===== src/rtl/periph_arbiter.sv =====
// ---------------------------------------------------------------------------
// periph_arbiter
//
// Shares a single peripheral send/ack channel between two CPU-side
// requesters. Each side speaks a four-phase send/ack handshake. Grants are
// round-robin, one transaction is in flight at a time, and the granted
// requester's data is latched at the grant so later changes are ignored.
//
// Optional build macro: ARB_TIMEOUT_EN
//   When defined, a wait counter aborts a transaction that has been stuck
//   for TIMEOUT_CYC cycles either waiting for the peripheral ack (REQ) or
//   waiting for the peripheral to release its ack (DONE). An abort raises
//   outErr for one cycle. Without the macro, the arbiter waits forever and
//   outErr is tied low.
//
// Ports:
//   clkARB    in   clock, all logic on the rising edge
//   rstARB    in   synchronous active-high reset
//   inSend0   in   requester 0 send request
//   inData0   in   requester 0 data (DATA_W), stable while inSend0 is high
//   outAck0   out  ack to requester 0
//   inSend1   in   requester 1 send request
//   inData1   in   requester 1 data (DATA_W)
//   outAck1   out  ack to requester 1
//   outSend   out  send to peripheral
//   outData   out  data to peripheral (DATA_W), registered at grant
//   inAck     in   ack from peripheral
//   outGrant  out  index of the current or last granted requester
//   outBusy   out  high whenever the arbiter is not idle
//   outErr    out  one-cycle timeout pulse
// ---------------------------------------------------------------------------
module periph_arbiter #(
    parameter int DATA_W      = 16,
    parameter int TIMEOUT_CYC = 64
) (
    input  logic              clkARB,
    input  logic              rstARB,
    input  logic              inSend0,
    input  logic [DATA_W-1:0] inData0,
    output logic              outAck0,
    input  logic              inSend1,
    input  logic [DATA_W-1:0] inData1,
    output logic              outAck1,
    output logic              outSend,
    output logic [DATA_W-1:0] outData,
    input  logic              inAck,
    output logic              outGrant,
    output logic              outBusy,
    output logic              outErr
);

    typedef enum logic [1:0] {
        IDLE,
        REQ,
        HOLD,
        DONE
    } StateT;

    StateT state;
    logic  pointer;
    logic  pickIdx;
    logic  grantedSend;

    // Choose which requester would win if a grant happened this cycle.
    // A lone requester always wins; when both ask, the round-robin pointer
    // decides, so the side that was served last goes second.
    always_comb begin
        pickIdx = pointer;
        if (inSend0 && !inSend1) begin
            pickIdx = 1'b0;
        end else if (inSend1 && !inSend0) begin
            pickIdx = 1'b1;
        end
    end

    // Send level of whichever requester currently owns the channel; the
    // other requester's send is irrelevant until we are back in IDLE.
    assign grantedSend = outGrant ? inSend1 : inSend0;

`ifdef ARB_TIMEOUT_EN
    localparam int CNT_W = (TIMEOUT_CYC > 1) ? $clog2(TIMEOUT_CYC) : 1;
    localparam logic [CNT_W-1:0] CNT_LAST = CNT_W'(TIMEOUT_CYC - 1);

    logic [CNT_W-1:0] waitCnt;
    logic             timedOut;

    // The wait counter starts at zero on entry to REQ or DONE, so the
    // TIMEOUT_CYC-th waiting edge is the one on which the counter already
    // holds TIMEOUT_CYC-1; that edge performs the abort.
    assign timedOut = (waitCnt == CNT_LAST);
`else
    logic [31:0] unusedTimeoutCyc;

    // Without the timeout feature the parameter has no consumer; this
    // keeps it referenced so both builds share one parameter list.
    assign unusedTimeoutCyc = 32'(TIMEOUT_CYC);
    assign outErr           = 1'b0;
`endif

    // Main handshake sequencer. Every output is a register updated here.
    // IDLE grants and latches data, REQ waits for the peripheral ack and
    // forwards it, HOLD waits for the requester to drop send and releases
    // the peripheral, DONE waits for the peripheral to drop ack, clears the
    // requester ack and hands priority to the other side. outData and
    // outGrant are only written on a grant, so they hold until the next one.
    always_ff @(posedge clkARB) begin
        if (rstARB) begin
            state    <= IDLE;
            pointer  <= 1'b0;
            outSend  <= 1'b0;
            outAck0  <= 1'b0;
            outAck1  <= 1'b0;
            outData  <= '0;
            outGrant <= 1'b0;
            outBusy  <= 1'b0;
`ifdef ARB_TIMEOUT_EN
            waitCnt  <= '0;
            outErr   <= 1'b0;
`endif
        end else begin
`ifdef ARB_TIMEOUT_EN
            outErr <= 1'b0;
`endif
            case (state)
                IDLE: begin
                    if (inSend0 || inSend1) begin
                        outData  <= pickIdx ? inData1 : inData0;
                        outGrant <= pickIdx;
                        outSend  <= 1'b1;
                        outBusy  <= 1'b1;
                        state    <= REQ;
`ifdef ARB_TIMEOUT_EN
                        waitCnt  <= '0;
`endif
                    end
                end

                REQ: begin
                    if (inAck) begin
                        if (outGrant) begin
                            outAck1 <= 1'b1;
                        end else begin
                            outAck0 <= 1'b1;
                        end
                        state <= HOLD;
                    end
`ifdef ARB_TIMEOUT_EN
                    else if (timedOut) begin
                        outSend <= 1'b0;
                        outErr  <= 1'b1;
                        outBusy <= 1'b0;
                        pointer <= ~outGrant;
                        state   <= IDLE;
                    end else begin
                        waitCnt <= waitCnt + CNT_W'(1);
                    end
`endif
                end

                HOLD: begin
                    if (!grantedSend) begin
                        outSend <= 1'b0;
                        state   <= DONE;
`ifdef ARB_TIMEOUT_EN
                        waitCnt <= '0;
`endif
                    end
                end

                DONE: begin
                    if (!inAck) begin
                        outAck0 <= 1'b0;
                        outAck1 <= 1'b0;
                        outBusy <= 1'b0;
                        pointer <= ~outGrant;
                        state   <= IDLE;
                    end
`ifdef ARB_TIMEOUT_EN
                    else if (timedOut) begin
                        outAck0 <= 1'b0;
                        outAck1 <= 1'b0;
                        outErr  <= 1'b1;
                        outBusy <= 1'b0;
                        pointer <= ~outGrant;
                        state   <= IDLE;
                    end else begin
                        waitCnt <= waitCnt + CNT_W'(1);
                    end
`endif
                end

                default: begin
                    state <= IDLE;
                end
            endcase
        end
    end

endmodule


===== config.mk =====
export PLATFORM = sky130hd
export DESIGN_NAME = periph_arbiter
export DESIGN_NICKNAME = d
export VERILOG_FILES = /design/src/rtl/periph_arbiter.sv
export SDC_FILE = /design/constraint.sdc
export NUM_CORES = 1
export LEC_CHECK = 0
export CAP_MARGIN = 20
export CORE_ASPECT_RATIO = 0.9
export CORE_MARGIN = 2
export CORE_UTILIZATION = 40
export DETAILED_ROUTE_END_ITERATION = 6
export MAX_ROUTING_LAYER = met4
export PLACE_DENSITY_LB_ADDON = 0.05
export SYNTH_ARGS = -nofsm -noshare
export SYNTH_HDL_FRONTEND = slang
export SYNTH_SLANG_ARGS = --single-unit

===== constraint.sdc =====
create_clock -name clkARB -period 3.7 [get_ports clkARB]
set_input_delay 1.11 -clock clkARB [delete_from_list [all_inputs] [get_ports clkARB]]
set_output_delay 1.11 -clock clkARB [all_outputs]
set_load 0.05 [all_outputs]

# Word level (Yosys, flattened, before mapping)

Index checks and enable logic that the tools add are counted.
W data, S select, Z words.

Register bits: 24
Bits of input ports: 37
Output and inout bits: 22
Logic and storage cells: 55

Equality and inequality tests: 9
Multiplexer cells: 20
Bitwise logic cells: 2
Reductions and logical operators: 16

Operators with widths:

| kind                 | count |
|---|---|
| $mux W16             | 1 |
| $ne A2 B2 Y1 const B | 6 |
| $reduce_and A4 Y1    | 3 |
| $mux W1              | 10 |
| $mux W2              | 4 |
| $pmux W1 S2          | 4 |
| $pmux W2 S4          | 1 |
| $reduce_and A3 Y1    | 2 |
| $reduce_bool A2 Y1   | 3 |
| $eq A2 B2 Y1 const B | 2 |
| $reduce_and A2 Y1    | 2 |
| $eq A2 B1 Y1 const B | 1 |
| $logic_and A1 B1 Y1  | 2 |
| $logic_not A1 Y1     | 2 |
| $logic_not A2 Y1     | 1 |
| $not A1 Y1           | 2 |
| $logic_or A1 B1 Y1   | 1 |

# Depth between registers and ports, before layout

Depth after elaboration: 5
Mapped depth: 6
Gate-level depth less buffers: 5

# Least setup slack after synthesis

OpenSTA, ideal clock, no wires.

Path type: input -> register
From: in inAck
To: reg state[0]
Setup time: 0.116 ns
Arrival: 1.921 ns
Data required time: 3.584 ns
Setup slack: 1.663 ns
Cell stages on the path: 3
Path buffers: 0
Cell sequence: mux2_2 a2111o_1 o211a_1

Word-level cells in the longest chain between the ends: 2
Elaborated cells between the ends (all ways): 3
Those cells by class: eq/ne: 2; reduce/logical: 1

RTL lines:

| element                       | line | RTL |
|---|---|---|
| start: declaration            | 46   | `input logic inAck,` |
| $ne A2 B2 Y1 (no line)        | n/a  |  |
| $reduce_and A4 Y1 (no line) * | n/a  |  |
| end signal: assignment        | 108  | `state <= IDLE;` |
| end signal: assignment        | 131  | `state <= REQ;` |
| end signal: assignment        | 145  | `state <= HOLD;` |
| end: declaration              | 59   | `StateT state;` |

Every way passes the cells marked *; elsewhere a longest branch is shown, timed or not.
A chain may end at the register's enable or synchronous reset.

# Final worst setup path

From: reg outGrant
To: out outGrant

RTL lines:

| element                  | line | RTL |
|---|---|---|
| start: declaration       | 47   | `output logic outGrant,` |
| start signal: assignment | 128  | `outGrant <= pickIdx;` |

No word-level cell between the ends.

==> out/metrics.yaml <==
end_kind: "output port"
root_buffer: "clkbuf_8"
grt_max_degree: 34
ys_async_sr_fraction_pct: 0
cts_tree: "yes"
path_buf_inv: 1
rows: 20
route.detailed.wl_per_inst_um: 13.8
area_growth_pct: 45.8
antenna_found_initial: 0
htreeDepth: 1
cts_buffers: 3
synth_warnings: 0
clk_latency_ns: 0.27
die_w_um: 66.4
p_leak_uw: 0.000831
slew_headroom_pct: 55.4
slowest_delay_ns: 0.85
min_to: "outSend$_SDFFE_PP0P_"
status: "complete, no violations"
layout.nets: 262
critical_path_arrival_ns: 1.56
gr-total-overflow: 0
postRouteAntennaNets: 0
hold_viol_final: 0
fin_crit_ns: 2.67
synth_enable_flop_cells: 0
synth_flop_cell: "dfxtp_1"
initial_core_util_pct: 41.8
skew_ns: 0.000833
synthCells: 167
via_per_inst: 5.36
setup_violations: 0
r2r_slack_ns: 1.72
final_area_mm2: 0.00204
syn_area_per_cell_um2: 8.39
fin_crit_sh_pct: 72.1
vdd_drop_max_uv: 439
cts_sinks: 24
clock_path_buffers: 2
rsz0062_at_grt: "no"
setup_tns_ns: 0
yosysSeqAreaShare_pct: 34.3
crit_slowest_cell: "clkdlybuf4s50_1"
crit_chain: "clkdlybuf4s50_1"
ys_ff_latch: 24
synth.net_count: 211
criticalPathCategory: "flop to output port"
numPortBuffers: 57
powerDensity_mw_per_mm2: 712
grtUsageTotal_pct: 19.9
critPathTopFamily: "buffers and inverters"
cp_data_required_time_ns: 2.59
worst_pin_slew_ns: 0.670
synth_area_mm2: 0.00140
pin_count: 59
grt_pass1_wl_um: 5950
synth_top_area_share_pct: 34.3
r2r-end: "outData[12]$_SDFFE_PP0P_"
crit_path_start_kind: "flop"
first_global_vias: 1342
post_cts_resized: 0
cts_setup_buffers: 0
synth.distinct_cells: 33
max-cap-violations: 0
synth_top_area_cell: "dfxtp_1"
core_mm2: 0.00335
antenna_cells: 0
holdPathStages: 2
hp-start: "outSend$_SDFFE_PP0P_"
dpl.hpwl_um: 2610
drive_above_1_share_pct: 5.99
hold_buffers: 0
min_path_type: "flop to flop"
firstDrtPassIters: 4
drtIter0Drc: 64
r2r_cells: 5
place_area_mm2: 0.00199
vias: 1398
clk_pin_slew_ns: 0.08
num-fill-cells: 322
die_area_mm2: 0.00399
die_y_um: 60.2
maxSlewViolCount: 0
max_freq_ghz: 0.375
cp_max_fo: 7
r2r-start: "state[0]$_SDFFE_PP0P_"
synth_area_leaders: "dfxtp_1 (34%), o311a_1 (11%), o2111ai_1 (10%)"
drc: 0
gp_congestion: 0.816
drt_wl_total_um: 3590
-- state kept, by name, indices dropped and copies added, names as in the netlist --
signal and cells:
outAck0 1, outGrant 1, outBusy 1, pointer 1
outSend 1, outAck1 1, outData 16, state 2
-- cells by family after synthesis --
| logic type | share of synthesized area [%] |
|---|---|
| mux | 3.04 |
| flops | 34.3 |
| other cells | 0.268 |
| simple gates | 3.75 |
| buf+inv | 14.6 |
| fa+ha+maj | 7.05 |
| compound gates | 37.1 |
-- cell type report --
class                   count  area [µm²]  area share, %
repair buffers             60         593           29.0
well taps                  44        55.1           2.69
clock buffers               4        55.1           2.69
flip-flops and latches     24         480           23.5
multi-input cells          92         721           35.3
inverters                  37         139           6.80
-- cells in the mapped netlist, drive strengths merged, types with 2 or more instances --
cell and n:
inv 37, dfxtp 24, a21oi 19, o2111ai 16
o311a 16, clkbuf 11, ha 7, o21ai 6
nand2 5, buf 3, a311oi 2, mux2 2
mux2i 2, nor2 2
-- stage by stage --
| step | total power [µW] | utilization (%) | std cells | setup WS, ns | hold WS (ns) |
|---|---|---|---|---|---|
| floorplan | 1010 | - | 167 | 1.66 | 0.483 |
| global placement | 1260 | 59.3 | 257 | 0.897 | 0.444 |
| detailed placement | 1280 | 59.3 | 257 | 0.862 | 0.453 |
| CTS | 1470 | 60.9 | 261 | 1.01 | 0.467 |
| global route | 1550 | 60.9 | 261 | 0.988 | 0.482 |
| finish | 1450 | 60.9 | 261 | 1.03 | 0.459 |
-- where the power goes --
part / switching, µW / internal, µW / leakage (µW) / total, µW
Clock: 83.7 / 95.0 / 0.0000288 / 179
Sequential: 63.8 / 352 / 0.000199 / 416
Combinational: 540 / 321 / 0.000603 / 860
Total: 687 / 768 / 0.000831 / 1450
-- worst max path at each step --
stage / from / endpoint / slack (ns) / cells after the start
finish: outGrant$_SDFFE_PP0P_ / outGrant / 1.03 / 1
floorplan: inAck / state[0]$_SDFFE_PP0P_ / 1.66 / 3
global route: outGrant$_SDFFE_PP0P_ / outGrant / 0.99 / 1
detailed placement: inSend0 / outData[13]$_SDFFE_PP0P_ / 0.86 / 4
global placement: inSend0 / outData[6]$_SDFFE_PP0P_ / 0.90 / 4
CTS: outGrant$_SDFFE_PP0P_ / outGrant / 1.01 / 1
-- cells in the final DEF (no fill, tap or decap) --
cell / synthesis / routed
a2111o_1: 1 / 1
o21ba_2: 1 / 1
conb_1: 1 / 1
clkbuf_8: 0 / 4
nor4_1: 1 / 1
o21bai_1: 1 / 1
o21ai_2: 0 / 1
inv_2: 1 / 1
nor2_1: 2 / 2
ha_1: 7 / 7
a21oi_1: 19 / 19
inv_1: 36 / 36
clkdlybuf4s50_1: 0 / 57
o21a_1: 1 / 1
a311oi_1: 2 / 2
a221oi_1: 1 / 1
o211ai_1: 1 / 1
or3_1: 1 / 1
dfxtp_1: 24 / 24
o21ai_0: 5 / 5
nand2_1: 5 / 5
o311a_1: 16 / 16
nand2b_1: 1 / 1
a211oi_1: 1 / 1
mux2i_1: 2 / 2
mux2_2: 2 / 2
a31oi_1: 1 / 1
o2111ai_1: 16 / 16
o211a_1: 1 / 1
maj3_2: 1 / 1
buf_4: 1 / 3
nor3b_1: 1 / 1
-- metal layers --
metal  vias to the layer above  routed length, µm  GRT usage, %
li1                        710                  -             -
met1                       637               1690          24.8
met2                        47               1620          32.9
met3                         4                256          4.71
met4                         0                 26          4.66
met5                         -                  0             -
(Power assumes the default switching activity.)
